## config.mk

```make
export PLATFORM = sky130hd
export DESIGN_NAME = axi_boot_loader
export DESIGN_NICKNAME = d
export VERILOG_FILES = /design/src/rtl/axi_boot_loader.sv
export SDC_FILE = /design/constraint.sdc
export NUM_CORES = 1
export LEC_CHECK = 0
export CAP_MARGIN = 15
export CORE_MARGIN = 1.5
export CORE_UTILIZATION = 25
export DETAILED_ROUTE_END_ITERATION = 8
export MAX_ROUTING_LAYER = met4
export PLACE_DENSITY_LB_ADDON = 0.12
export SKIP_LAST_GASP = 1
export SLEW_MARGIN = 20
export SYNTH_ARGS = -nofsm -noshare
export SYNTH_HDL_FRONTEND = slang
export SYNTH_SLANG_ARGS = --single-unit
```

## constraint.sdc

```tcl
create_clock -name clk_i -period 3.35 [get_ports clk_i]
set_input_delay 0.67 -clock clk_i [delete_from_list [all_inputs] [get_ports clk_i]]
set_output_delay 0.67 -clock clk_i [all_outputs]
set_load 0.01 [all_outputs]
```

## src/rtl/axi_boot_loader.sv

```systemverilog
// AXI4 write-only boot master: receives a framed program image over a byte
// stream, writes it word by word into shared RAM, verifies an XOR checksum
// and then releases the core from reset.
//
// state | meaning
// ------+-------------------------------------------------------------
// INIT  | reset just released, no byte accepted yet
// IDLE  | hunting for the MAGIC start byte (or taking the bypass path)
// ADDR  | collecting the 4-byte little-endian start address
// LEN   | collecting the 4-byte little-endian payload length
// DATA  | packing payload bytes into the current write word
// WR    | AW and W channels presented, waiting for both handshakes
// BRSP  | waiting for the write response
// CSUM  | collecting the trailing checksum byte
// DONE  | image loaded and verified, core released (terminal)
// ERR   | load failed, core stays in reset (terminal)

module axi_boot_loader #(
    parameter int          AXI_ADDR_WIDTH = 32,
    parameter int          AXI_DATA_WIDTH = 32,
    parameter int          AXI_ID_WIDTH   = 16,
    parameter int          AXI_USER_WIDTH = 10,
    parameter int          BOOT_ID        = 0,
    parameter logic [7:0]  MAGIC          = 8'hB0
) (
    input  logic                        clk_i,
    input  logic                        rst_ni,
    input  logic                        bypass_i,
    input  logic                        rx_valid_i,
    input  logic [7:0]                  rx_data_i,
    output logic                        rx_ready_o,
    output logic                        aw_valid_o,
    input  logic                        aw_ready_i,
    output logic [AXI_ADDR_WIDTH-1:0]   aw_addr_o,
    output logic [AXI_ID_WIDTH-1:0]     aw_id_o,
    output logic [AXI_USER_WIDTH-1:0]   aw_user_o,
    output logic                        w_valid_o,
    input  logic                        w_ready_i,
    output logic [AXI_DATA_WIDTH-1:0]   w_data_o,
    output logic [AXI_DATA_WIDTH/8-1:0] w_strb_o,
    output logic                        w_last_o,
    output logic [AXI_USER_WIDTH-1:0]   w_user_o,
    input  logic                        b_valid_i,
    input  logic [1:0]                  b_resp_i,
    output logic                        b_ready_o,
    output logic                        core_rst_no,
    output logic                        boot_done_o,
    output logic                        boot_err_o
);

    localparam int STRB_WIDTH = AXI_DATA_WIDTH / 8;

    typedef enum logic [3:0] {
        S_INIT, S_IDLE, S_ADDR, S_LEN, S_DATA, S_WR, S_BRSP, S_CSUM, S_DONE, S_ERR
    } state_t;

    state_t                    state;
    logic [1:0]                byte_idx;
    logic [AXI_ADDR_WIDTH-1:0] addr_q;
    logic [31:0]               len_q;
    logic [AXI_DATA_WIDTH-1:0] data_q;
    logic [STRB_WIDTH-1:0]     strb_q;
    logic [7:0]                csum_q;
    logic                      accept;
    logic                      aw_done;
    logic                      w_done;

    assign accept  = rx_valid_i && rx_ready_o;
    assign aw_done = !aw_valid_o || aw_ready_i;
    assign w_done  = !w_valid_o || w_ready_i;

    // Single-beat INCR writes with fixed ID and zero user bits.
    assign aw_addr_o = addr_q;
    assign aw_id_o   = AXI_ID_WIDTH'(BOOT_ID);
    assign aw_user_o = '0;
    assign w_data_o  = data_q;
    assign w_strb_o  = strb_q;
    assign w_last_o  = 1'b1;
    assign w_user_o  = '0;

    // Boot sequencer: framing, word packing, write issue and checksum check.
    always_ff @(posedge clk_i or negedge rst_ni) begin
        if (!rst_ni) begin
            state       <= S_INIT;
            byte_idx    <= '0;
            addr_q      <= '0;
            len_q       <= '0;
            data_q      <= '0;
            strb_q      <= '0;
            csum_q      <= '0;
            rx_ready_o  <= 1'b0;
            aw_valid_o  <= 1'b0;
            w_valid_o   <= 1'b0;
            b_ready_o   <= 1'b0;
            core_rst_no <= 1'b0;
            boot_done_o <= 1'b0;
            boot_err_o  <= 1'b0;
        end else begin
            case (state)
                S_INIT: begin
                    state      <= S_IDLE;
                    rx_ready_o <= 1'b1;
                end
                S_IDLE: begin
                    if (bypass_i) begin
                        state       <= S_DONE;
                        rx_ready_o  <= 1'b0;
                        core_rst_no <= 1'b1;
                        boot_done_o <= 1'b1;
                    end else if (accept && rx_data_i == MAGIC) begin
                        state    <= S_ADDR;
                        byte_idx <= '0;
                        csum_q   <= '0;
                    end
                end
                S_ADDR: begin
                    if (accept) begin
                        addr_q[{byte_idx, 3'b000} +: 8] <= rx_data_i;
                        byte_idx <= byte_idx + 2'd1;
                        if (byte_idx == 2'd3) begin
                            // byte 0 is already captured, so the alignment check is valid here
                            if (addr_q[1:0] != 2'b00) begin
                                state      <= S_ERR;
                                rx_ready_o <= 1'b0;
                                boot_err_o <= 1'b1;
                            end else begin
                                state <= S_LEN;
                            end
                        end
                    end
                end
                S_LEN: begin
                    if (accept) begin
                        len_q[{byte_idx, 3'b000} +: 8] <= rx_data_i;
                        byte_idx <= byte_idx + 2'd1;
                        if (byte_idx == 2'd3) begin
                            data_q <= '0;
                            strb_q <= '0;
                            if ({rx_data_i, len_q[23:0]} == 32'd0) begin
                                state <= S_CSUM;
                            end else begin
                                state <= S_DATA;
                            end
                        end
                    end
                end
                S_DATA: begin
                    if (accept) begin
                        // strobes accumulate lane by lane, giving (1<<n)-1 on a short tail
                        data_q[{byte_idx, 3'b000} +: 8] <= rx_data_i;
                        strb_q[byte_idx] <= 1'b1;
                        csum_q           <= csum_q ^ rx_data_i;
                        len_q            <= len_q - 32'd1;
                        byte_idx         <= byte_idx + 2'd1;
                        if (byte_idx == 2'd3 || len_q == 32'd1) begin
                            state      <= S_WR;
                            rx_ready_o <= 1'b0;
                            aw_valid_o <= 1'b1;
                            w_valid_o  <= 1'b1;
                        end
                    end
                end
                S_WR: begin
                    if (aw_valid_o && aw_ready_i) aw_valid_o <= 1'b0;
                    if (w_valid_o && w_ready_i)   w_valid_o  <= 1'b0;
                    if (aw_done && w_done) begin
                        state     <= S_BRSP;
                        b_ready_o <= 1'b1;
                    end
                end
                S_BRSP: begin
                    if (b_valid_i) begin
                        b_ready_o <= 1'b0;
                        if (b_resp_i != 2'b00) begin
                            state      <= S_ERR;
                            boot_err_o <= 1'b1;
                        end else if (len_q != 32'd0) begin
                            state      <= S_DATA;
                            addr_q     <= addr_q + AXI_ADDR_WIDTH'(4);
                            byte_idx   <= '0;
                            data_q     <= '0;
                            strb_q     <= '0;
                            rx_ready_o <= 1'b1;
                        end else begin
                            state      <= S_CSUM;
                            rx_ready_o <= 1'b1;
                        end
                    end
                end
                S_CSUM: begin
                    if (accept) begin
                        rx_ready_o <= 1'b0;
                        if (rx_data_i == csum_q) begin
                            state       <= S_DONE;
                            core_rst_no <= 1'b1;
                            boot_done_o <= 1'b1;
                        end else begin
                            state      <= S_ERR;
                            boot_err_o <= 1'b1;
                        end
                    end
                end
                S_DONE: begin
                    state <= S_DONE;
                end
                S_ERR: begin
                    state <= S_ERR;
                end
                default: begin
                    state <= S_ERR;
                end
            endcase
        end
    end

endmodule

```

Word-level counts from Yosys, hierarchy flattened. Cells that the tools add are included.

Flip-flop bits (word level): 120. Input port bits: 17. Logic and storage cells: 182.

Add/sub/neg operators: 4. Order comparisons: 2. Eq/ne operators: 34. Shifts and indexed selects: 2. Mux-type cells: 86. Bitwise operators: 2. Reductions and logical operators: 39.

Operators with widths (count): 32-bit two-way mux (12); 32-bit case mux with 2 select lines (2); 32-bit bitwise mux (3); 32-bit case mux with 3 select lines (1); 4-bit two-way mux (19); 2-bit inequality test, second input constant (20); 4-bit case mux with 9 select lines (1); 32-bit by 3-bit adder with 32-bit output, second input constant (1); 32-bit by 1-bit == test with 1-bit output, second input constant (1); 32-bit zero test (1); 32-bit nonzero test (1); 8-bit by 7-bit variable shift with 32-bit output, first input constant (1); 8-bit by 7-bit indexed part select with 32-bit output (1); 32-bit by 1-bit subtractor with 32-bit output, second input constant (1); 1-bit two-way mux (27); 8-bit two-way mux (3); 10-bit AND reduction (2); 4-bit by 3-bit == test with 1-bit output, second input constant (4); 2-bit two-way mux (8); 8-bit case mux with 2 select lines (1); 4-bit AND reduction (4); 2-bit nonzero test (8); 7-bit AND reduction (2); 4-bit case mux with 3 select lines (1); other kinds (29) (44).

Logic depth before layout (Yosys ltp). Gate-level depths: netlist of the first run.

Depth after elaboration: 7. Gate-level depth with buffers: 10. Gate-level depth less buffers: 8.

Least setup slack after synthesis of the first run. OpenSTA, ideal clock, no wires.

Path kind: register to register. Start: register len_q[19]. End: register len_q[31]. Setup time: 132 ps. Arrival: 2295 ps. Data required time: 3218 ps. Slack: 923 ps. Stages on the path, launching flop included: 7. Path buffers: 0. Clock period less this slack: 2427 ps. Cells stage by stage: dfrtp_1 -> or4_1 -> or3_1 -> or3_4 -> or4_4 -> o311ai_1 -> o21ai_1.

Longest elaborated chain between the ends: 3.

Ends and longest elaborated chain: from (decl) (line 60) `logic [31:0] len_q;`; from (signal, indexed assignment) (line 134) `len_q[{byte_idx, 3'b000} +: 8] <= rx_data_i;`; from (signal assigned) (line 153) `len_q <= len_q - 32'd1;`; 32-bit by 1-bit subtractor with 32-bit output (line 153); 32-bit two-way mux (line 148) `if (accept) begin`; 32-bit case mux with 2 select lines (line 99) `case (state)`.

No other way between the ends. The select of a mux whose other input is x is not followed. A chain may end at the register's enable or synchronous reset.

Worst setup path after layout of the first run.
Start: input b_valid_i. End: register addr_q[23] (netlist: aw_addr_o[23]).

Longest elaborated chain between the ends: 2.

Ends and longest elaborated chain: from (decl) (line 43) `input logic b_valid_i,`; 2-bit inequality test (no source line); 5-bit AND reduction (no source line); to (signal, indexed assignment) (line 118) `addr_q[{byte_idx, 3'b000} +: 8] <= rx_data_i;`; to (signal assigned) (line 179) `addr_q <= addr_q + AXI_ADDR_WIDTH'(4);`; to (decl) (line 59) `logic [AXI_ADDR_WIDTH-1:0] addr_q;`.

No other way between the ends.

==> results_dict.tcl, run 1 <==
set metrics [dict create \
    cp_slowest_stage_delay_ns 0.52 \
    syn_area_per_cell_sq_um 8.47 \
    synth_compound_area_frac 0.265 \
    dieHeight_microns 176 \
    utilization 0.324 \
    layout-drive-gt1-share 0.114 \
    grt_first_pass_wirelength_microns 45200 \
    io_pins 129 \
    ys.warnings.count 0 \
    antenna_cells 0 \
    synth_xor_area_frac 0.0106 \
    crit_slowest_cell "clkdlybuf4s50_1" \
    synth-seq-cells 120 \
    antenna_found_initial 0 \
    ys.flop_type "dfrtp_1" \
    globalplace.congestion 0.875 \
    synth_fa_ha_area_frac 0.0117 \
    synthArstFlopShare 1.00 \
    ant_nets 0 \
    routedWlPerCell_microns 20.9 \
    track_usage 0.198 \
    crit_chain "clkdlybuf4s50_1 -> nor4bb_1 -> o211ai_1 -> buf_4 -> a41o_1 -> nor2_1 -> a311oi_1 -> a21oi_1" \
    path_class "input pin to register" \
    h-tree-depth 4 \
    fin_cells 1393 \
    crit_path_start_kind "input pin" \
    worst_pin_slew_ns 0.725 \
    slew_viol_final 0 \
    hold_buffers 0 \
    tns_ns 0 \
    grt_overflow 0 \
    row_count 63 \
    core_area_sq_mm 0.0296 \
    powerDensity_mw_per_mm2 372 \
    postSynthCellCount 882 \
    firstDrtPassIters 5 \
    synth_simple_gate_area_frac 0.224 \
    cts_root_buf "clkbuf_16" \
    yosys.area.top_type "dfrtp_1" \
    crit_arrival_ns 3.11 \
    place_hpwl_microns 21000 \
    outcome "completed" \
    synth-edff-count 0 \
    min_period_ns 2.76 \
    ys_seq_area_frac 0.402 \
    power_mw 3.56 \
    viasPerCell 5.31 \
    place_inst 1361 \
    path_clk_slew_ns 0.07 \
    post_cts_buffers 0 \
    synth.distinct_cells 76 \
    multi_input_area_sq_mm 0.00406 \
    die_w_microns 176 \
    synth_top_area_frac 0.402 \
    cts-buffers-inserted 17 \
    hold_ws_ns 0.130 \
    slew_headroom 0.514 \
    layout_common_cells "dfrtp_1 (120), nand2_1 (108), clkdlybuf4s50_1 (90)" \
    ctsResizeCount 0 \
    rsz0062_at_grt "false" \
    cts_max_path_buffers 2 \
    final_common_cell "dfrtp_1" \
    drt_iter0_drc 580 \
    grt_max_degree 43 \
    clock_skew_ns 0.0175 \
    ir_worst_vdd_mv 0.305 \
    wl_microns 29100 \
    critPathCaptureType "register" \
    drc 0 \
    fillers 3158 \
    final_net_count 1014 \
    setup_violations 0 \
    synth.area.mux_share 0.00988 \
    portBuffers 91 \
    drv_cap 0 \
    clock_sinks 120 \
    place_area_sq_mm 0.00895 \
    hold_class "input pin to asynchronous set/reset pin" \
    fmax_ghz 0.362 \
    synth_top_family_by_area "compound AO/OA/AOI/OAI gates" \
    die_area_sq_mm 0.0309 \
    synth.area.top_cells "dfrtp_1 (40%), nand2_1 (5.4%), o21ai_0 (4.4%)" \
    start_util 0.253 \
    p_leak_nw 3.76 \
    grt_pass1_vias 7274 \
    setup_ws_ns 0.589 \
    syn-cell-area_sq_mm 0.00747 \
    cts_tree "yes" \
    post-place-ws_ns 0.160 \
    area_growth_pct 28.1 \
    fin_crit_sh 0.824 \
    clk_latency_ns 0.43 \
    design_area_sq_mm 0.00957 \
    seq_area_sq_mm 0.00300 \
    required_ns 3.70 \
    via_count 7395 \
    hold_viol 0 \
    r2r_cells 7 \
    cp_max_fo 16 \
]
[per-layer routing]
layer,vias to the layer above,routed length [microns],share of wire,GRT usage
li1,3452,-,-,-
met1,3648,13500,0.46,0.267
met2,254,13500,0.46,0.303
met3,41,1470,0.051,0.0279
met4,0,726,0.025,0.0673
met5,-,0,0,-
[sequential cells by signal, summed over array words and instances (netlist names)]
| signal | flops |
|---|---|
| state | 4 |
| boot_done_o | 1 |
| aw_addr_o | 32 |
| byte_idx | 2 |
| w_valid_o | 1 |
| b_ready_o | 1 |
| rx_ready_o | 1 |
| aw_valid_o | 1 |
| csum_q | 8 |
| boot_err_o | 1 |
| w_strb_o | 4 |
| len_q | 32 |
| w_data_o | 32 |
[logic make-up after synthesis]
family / Yosys count
XOR/XNOR: 9
AND/OR/NAND/NOR: 338
buffers and inverters: 111
other: 2
adder cells (fa/ha/maj): 7
multiplexers: 7
flip-flops: 120
AO/OA/AOI/OAI: 288
[critical path, delay by kind of cell]
kind,cells,cell delay (ns)
AO/OA/AOI/OAI,4,0.91
buffers and inverters,2,0.82
AND/OR/NAND/NOR,2,0.71
[power breakdown]
part | leakage (nW) | switching (mW) | total, mW | internal [mW]
clock | 0.292 | 0.790 | 1.98 | 1.19
sequential | 1.61 | 0 | 1.45 | 1.45
combinational | 1.86 | 0.0973 | 0.131 | 0.0333
[final cells by class]
cell class                 instances  area share
tap                              390      0.0510
multi-input combinational        686       0.424
timing repair buffer             145       0.139
clock buffer                      18      0.0449
sequential                       120       0.314
clock inverter                    14      0.0196
inverter                          20     0.00785
[path summary, 6_finish.rpt]
kind | to | slack [ns] | from
worst max-delay path | aw_addr_o[23]$_DFFE_PN0P_ | 0.59 | b_valid_i
worst min-delay path | aw_addr_o[14]$_DFFE_PN0P_ | 0.13 | rst_ni
worst max register to register | aw_addr_o[23]$_DFFE_PN0P_ | 0.59 | state[1]$_DFFE_PN0P_
worst min register to register | w_data_o[21]$_DFFE_PN0P_ | 0.49 | w_data_o[21]$_DFFE_PN0P_
max in group asynchronous | len_q[19]$_DFFE_PN0P_ | 2.40 | rst_ni
min in group clk_i | w_data_o[21]$_DFFE_PN0P_ | 0.49 | w_data_o[21]$_DFFE_PN0P_
[cells in the mapped netlist (15+ instances only)]
| cell type | count |
|---|---|
| o2bb2ai_1 | 18 |
| inv_1 | 20 |
| nand3_1 | 28 |
| clkbuf_1 | 44 |
| nor3_1 | 36 |
| nor2_1 | 75 |
| o21ai_0 | 66 |
| a21oi_1 | 58 |
| nor4_1 | 15 |
| a31oi_1 | 19 |
| dfrtp_1 | 120 |
| buf_4 | 38 |
| nand2_1 | 108 |
Power figures use the tool's default switching activity.
==> run 2, diff against run 1 <==
clock period = 2.2 ns   (was 3.35 ns; I/O delays follow)
==> run 2 against run 1 <==
Compared with the run above: the flow now finishes with violations (negative setup slack); sequential power rose by 52%; final cell count rose by 13%; critical path depth fell by 2; critical path type is now register to register; register-to-register slack got worse by 0.87 ns; sequential share of layout area fell by 5.7 points; core utilization rose by 7.2 points; combinational power rose by 72%; largest power group unchanged; clock power rose by 41%; global-route usage rose by 0.95 points; critical endpoint is now len_q[31]$_DFFE_PN0P_.
==> results_dict.tcl, run 2 (same netlist as run 1, synthesis figures left out) <==
set metrics [dict create \
    p_switching_mw 1.37 \
    place_inst 1514 \
    antenna_found_initial 0 \
    portBuffers 91 \
    setup_ws_ns -0.285 \
    grt_pass1_vias 7944 \
    seqPwrFrac 0.422 \
    grt_overflow 0 \
    hold_viol 0 \
    track_usage 0.208 \
    path_class "register to register" \
    hold_class "input pin to asynchronous set/reset pin" \
    slew_viol_final 0 \
    io_pins 129 \
    intPower_mw 3.86 \
    worst_pin_slew_ns 0.570 \
    slew_headroom 0.619 \
    start_util 0.253 \
    utilization 0.395 \
    ant_nets 0 \
    setup_violations 58 \
    seq_area_sq_mm 0.00301 \
    required_ns 2.50 \
    post-place-ws_ns -0.467 \
    multi_input_area_sq_mm 0.00475 \
    crit_path_start_kind "register" \
    crit_arrival_ns 2.79 \
    power.share.combinational 0.043 \
    clock_sinks 120 \
    rsz0062_at_grt "true" \
    setup.worst_path.start "len_q[19]$_DFFE_PN0P_" \
    final_net_count 1192 \
    fillers 3064 \
    hold_ws_ns 0.376 \
    sw_frac_of_total 0.263 \
    grt_max_degree 58 \
    clock_skew_ns 0.0148 \
    grt_first_pass_wirelength_microns 47700 \
    outcome "finished with violations" \
    fin_crit_sh 1.13 \
    fin_cells 1570 \
    antenna_cells 0 \
    viasPerCell 5.08 \
    via_count 7969 \
    cts_root_buf "clkbuf_16" \
    layout-drive-gt1-share 0.332 \
    globalplace.congestion 0.890 \
    ir_worst_vdd_mv 0.401 \
    path_clk_slew_ns 0.07 \
    violations "negative setup slack" \
    routedWlPerCell_microns 19.7 \
    drv_cap 0 \
    powerDensity_mw_per_mm2 447 \
    clkPwrFrac 0.535 \
    h-tree-depth 4 \
    fmax_ghz 0.402 \
    area_growth_pct 56.5 \
    min_period_ns 2.49 \
    cts-buffers-inserted 17 \
    dieHeight_microns 176 \
    wl_microns 31000 \
    place_hpwl_microns 22800 \
    final_common_cell "buf_4" \
    cp_max_fo 2 \
    cts_max_path_buffers 2 \
    cts_tree "yes" \
    drc 0 \
    critPathCaptureType "register" \
    firstDrtPassIters 6 \
    p_leak_nw 4.76 \
    core_area_sq_mm 0.0296 \
    layout_common_cells "buf_4 (205), dfrtp_1 (117), nand2_1 (105)" \
    clk_latency_ns 0.43 \
    row_count 63 \
    reg2reg_from "len_q[19]$_DFFE_PN0P_" \
    drt_iter0_drc 481 \
    die_w_microns 176 \
    die_area_sq_mm 0.0309 \
]
-- run 2: changes by cell type in the layout (fill, tap and decap cells not counted), sizes merged --
cell / delta
dlymetal6s2s: +2
buf: +177
bufinv: -2
dlygate4sd3: +1
clkbuf: -1
inv: +2
clkdlybuf4s50: -2
-- run 2: path summary, 6_finish.rpt --
kind / slack (ns) / to / depth (start not counted)
max: -0.29 / len_q[31]$_DFFE_PN0P_ / 6
min: 0.38 / aw_addr_o[17]$_DFFE_PN0P_ / 2
max reg2reg: -0.29 / len_q[31]$_DFFE_PN0P_ / 6
min reg2reg: 0.49 / boot_err_o$_DFFE_PN0P_ / 1
max in group asynchronous: 1.21 / state[2]$_DFFE_PN0P_ / 3
min in group clk_i: 0.49 / boot_err_o$_DFFE_PN0P_ / 1
-- run 2: power groups by stage --
stage | combinational [mW] | sequential, mW | clock (mW)
after floorplan | 0.111 | 2.25 | 0
after global placement | 0.227 | 2.25 | 0
after detailed placement | 0.224 | 2.25 | 0
after CTS | 0.229 | 2.21 | 2.84
after global routing | 0.247 | 2.20 | 2.93
final | 0.225 | 2.21 | 2.80
-- run 2: through the flow --
step	total power, mW	instance area, sq um	setup TNS (ns)
4_1_cts	5.27	11100	-3.88
3_5_place_dp	2.47	10200	-29.55
5_1_grt	5.38	11700	-8.31
3_3_place_gp	2.47	10200	-29.74
2_1_floorplan	2.36	7640	-1.27
6_report	5.23	11700	-4.52
-- run 2: critical path: stages, from the launching register on --
cell and delay (ns):
dfrtp_1 0.38, or4_4 0.55, or3_4 0.34, or3_4 0.34, or4_4 0.45, o311ai_2 0.22, o21ai_1 0.10
-- run 2: metal layers --
| layer | vias to the layer above | routed length [microns] | global-route usage |
|---|---|---|---|
| li1 | 3799 | - | - |
| met1 | 3924 | 14600 | 0.282 |
| met2 | 213 | 14700 | 0.326 |
| met3 | 33 | 1130 | 0.0262 |
| met4 | 0 | 499 | 0.0509 |
| met5 | - | 0 | - |
-- run 2: timing repair --
item	4_1_cts	5_1_grt
hold buffers	1	0
setup buffers	8	18
pin swaps	27	36
cloned	0	1
setup endpoints to repair	72	104
gates resized for setup	65	112
hold endpoints to repair	8	0
-- run 2: cell type report --
class                           instances  area share
Sequential cell                       120       0.257
Multi-Input combinational cell        686       0.407
Tap cell                              390      0.0417
Clock buffer                           17      0.0364
Timing Repair Buffer                  323       0.240
Clock inverter                         14      0.0119
Inverter                               20     0.00642
==> run 3, diff against run 2 <==
GPL_TIMING_DRIVEN = 0   (was unset)
==> run 3 against run 2 <==
Compared with the run above: the run still ends with negative setup slack left; hold slack gained 0.072 ns; combinational power grew 9.8%; wire length grew 4.3%; global-route usage grew 0.73 points; clock power shrank 1%; sequential share of layout area grew 0.32 points; fmax shrank 1.6%; worst setup slack lost 0.041 ns; register-to-register slack lost 0.04 ns; sequential cell count is the same; critical endpoint unchanged; largest power group unchanged.
==> results_dict.tcl, run 3 (same netlist as run 1, synthesis figures left out) <==
set metrics [dict create \
    outcome "finished with violations" \
    violations "negative setup slack" \
    sw_frac_of_total 0.269 \
    fillers 2974 \
    cts_root_buf "clkbuf_16" \
    r2r_cells 6 \
    r2r_setup_slack_ns -0.33 \
    antenna_found_initial 0 \
    area_growth_pct 55.4 \
    start_util 0.253 \
    path_clk_slew_ns 0.07 \
    row_count 63 \
    intPower_mw 3.81 \
    grt_first_pass_wirelength_microns 49100 \
    hold_class "input pin to asynchronous set/reset pin" \
    grt_max_degree 86 \
    fin_crit_sh 1.15 \
    h-tree-depth 4 \
    cpMostUsedCell "or4_4" \
    crit_chain "or4_4 -> or3_1 -> or3_4 -> or4_4 -> o311ai_2 -> o21ai_1" \
    power.share.combinational 0.047 \
    setup.worst_path.start "len_q[19]$_DFFE_PN0P_" \
    ant_nets 0 \
    grt_overflow 0 \
    crit_cells 6 \
    core_area_sq_mm 0.0296 \
    seqPwrFrac 0.423 \
    track_usage 0.215 \
    setup_violations 61 \
    viasPerCell 5.26 \
    drv_cap 0 \
    die_area_sq_mm 0.0309 \
    final_net_count 1155 \
    drt_iter0_drc 659 \
    multi_input_area_sq_mm 0.00498 \
    p_leak_nw 4.55 \
    crit_buf_inv 0 \
    wl_microns 32300 \
    fmax_ghz 0.396 \
    slew_viol_final 0 \
    dieHeight_microns 176 \
    min_period_ns 2.53 \
    post-place-ws_ns -1.06 \
    r2r_end "len_q[31]$_DFFE_PN0P_" \
    worst_pin_slew_ns 1.08 \
    critPathCaptureType "register" \
    cp_top_family "simple AND/OR/NAND/NOR gates" \
    design_area_sq_mm 0.0116 \
    p_switching_mw 1.40 \
    cts_tree "yes" \
    io_pins 129 \
    required_ns 2.50 \
    endpoint "len_q[31]$_DFFE_PN0P_" \
    setup_ws_ns -0.327 \
    via_count 8075 \
    cts-buffers-inserted 17 \
    final_common_cell "buf_4" \
    crit_path_start_kind "register" \
    cts_max_path_buffers 2 \
    firstDrtPassIters 5 \
    place_area_sq_mm 0.00906 \
    path_class "register to register" \
    layout_common_cells "buf_4 (130), nand2_1 (103), dfrtp_1 (103)" \
    seq_area_sq_mm 0.00302 \
    ir_worst_vdd_mv 0.445 \
    routedWlPerCell_microns 21.0 \
    antenna_cells 0 \
    clkPwrFrac 0.529 \
    crit_arrival_ns 2.83 \
    die_w_microns 176 \
    tns_ns -5.17 \
    crit_slowest_cell "or4_4" \
    clock_skew_ns 0.0161 \
    cp_max_fo 4 \
    clk_latency_ns 0.44 \
    powerDensity_mw_per_mm2 449 \
    place_hpwl_microns 21400 \
    portBuffers 90 \
    reg2reg_from "len_q[19]$_DFFE_PN0P_" \
    globalplace.congestion 0.888 \
    cp_slowest_stage_delay_ns 0.53 \
    slew_headroom 0.280 \
    grt_pass1_vias 7920 \
    hold_viol 0 \
    clock_sinks 120 \
    layout-drive-gt1-share 0.337 \
    drc 0 \
    rsz0062_at_grt "true" \
]
==> run 3: changes by cell type in the layout (fill, tap and decap cells not counted), sizes merged, moves of 2 or more <==
cell,delta
clkbuf,+30
clkinv,+3
dlymetal6s2s,-2
inv,-2
buf,-65
==> run 3: power groups by stage <==
stage	sequential, mW	combinational, mW	clock [mW]
after floorplan	2.25	0.111	0
after global placement	2.25	0.236	0
after detailed placement	2.25	0.242	0
after CTS	2.21	0.246	2.80
after global routing	2.20	0.269	2.89
final	2.21	0.247	2.76
==> run 3: timing repair <==
item / in CTS / in global routing
resized for setup: 171 / 154
cloned: 1 / 0
hold endpoints to repair: 35 / 0
buffers inserted: 69 / 45
pin swaps: 43 / 64
hold buffers: 1 / 0
endpoints found under the setup margin: 117 / 115
==> run 3: worst register-to-register path, cell delays in order (launching register included) <==
cell and delay [ns]:
dfrtp_2 0.40, or4_4 0.53, or3_1 0.31, or3_4 0.37
or4_4 0.45, o311ai_2 0.23, o21ai_1 0.10
==> run 3: cell type report <==
| class | count | area share |
|---|---|---|
| well taps | 390 | 0.0420 |
| plain buffers | 83 | 0.0492 |
| flip-flops and latches | 120 | 0.260 |
| repair buffers | 203 | 0.164 |
| multi-input cells | 686 | 0.429 |
| clock inverters | 14 | 0.0109 |
| inverters | 20 | 0.00711 |
| clock buffers | 18 | 0.0378 |
==> run 3: per-stage QoR <==
stage	cells	util	hold WS [ns]	total power, mW
finish	1534	0.393	0.449	5.21
global route	1534	0.393	0.471	5.36
CTS	1495	0.367	0.461	5.25
detailed placement	1398	0.307	0.333	2.49
global placement	1397	0.305	0.474	2.48
floorplan	917	-	0.144	2.36
==> run 3: layer usage <==
metal | global-route usage | share of wire | vias to the layer above
met5 | - | 0 | -
met4 | 0.0716 | 0.027 | 0
met3 | 0.0294 | 0.049 | 71
met2 | 0.338 | 0.47 | 304
li1 | - | - | 3728
met1 | 0.283 | 0.45 | 3972
==> run 3: how the worst min path moves through the flow <==
stage,from,end,cells past startpoint
after floorplan,rst_ni,aw_addr_o[0]$_DFFE_PN0P_,0
after global placement,len_q[30]$_DFFE_PN0P_,len_q[30]$_DFFE_PN0P_,1
after detailed placement,rst_ni,aw_addr_o[19]$_DFFE_PN0P_,1
after CTS,rst_ni,aw_addr_o[19]$_DFFE_PN0P_,2
after global routing,rst_ni,aw_addr_o[19]$_DFFE_PN0P_,2
final,rst_ni,aw_addr_o[19]$_DFFE_PN0P_,2
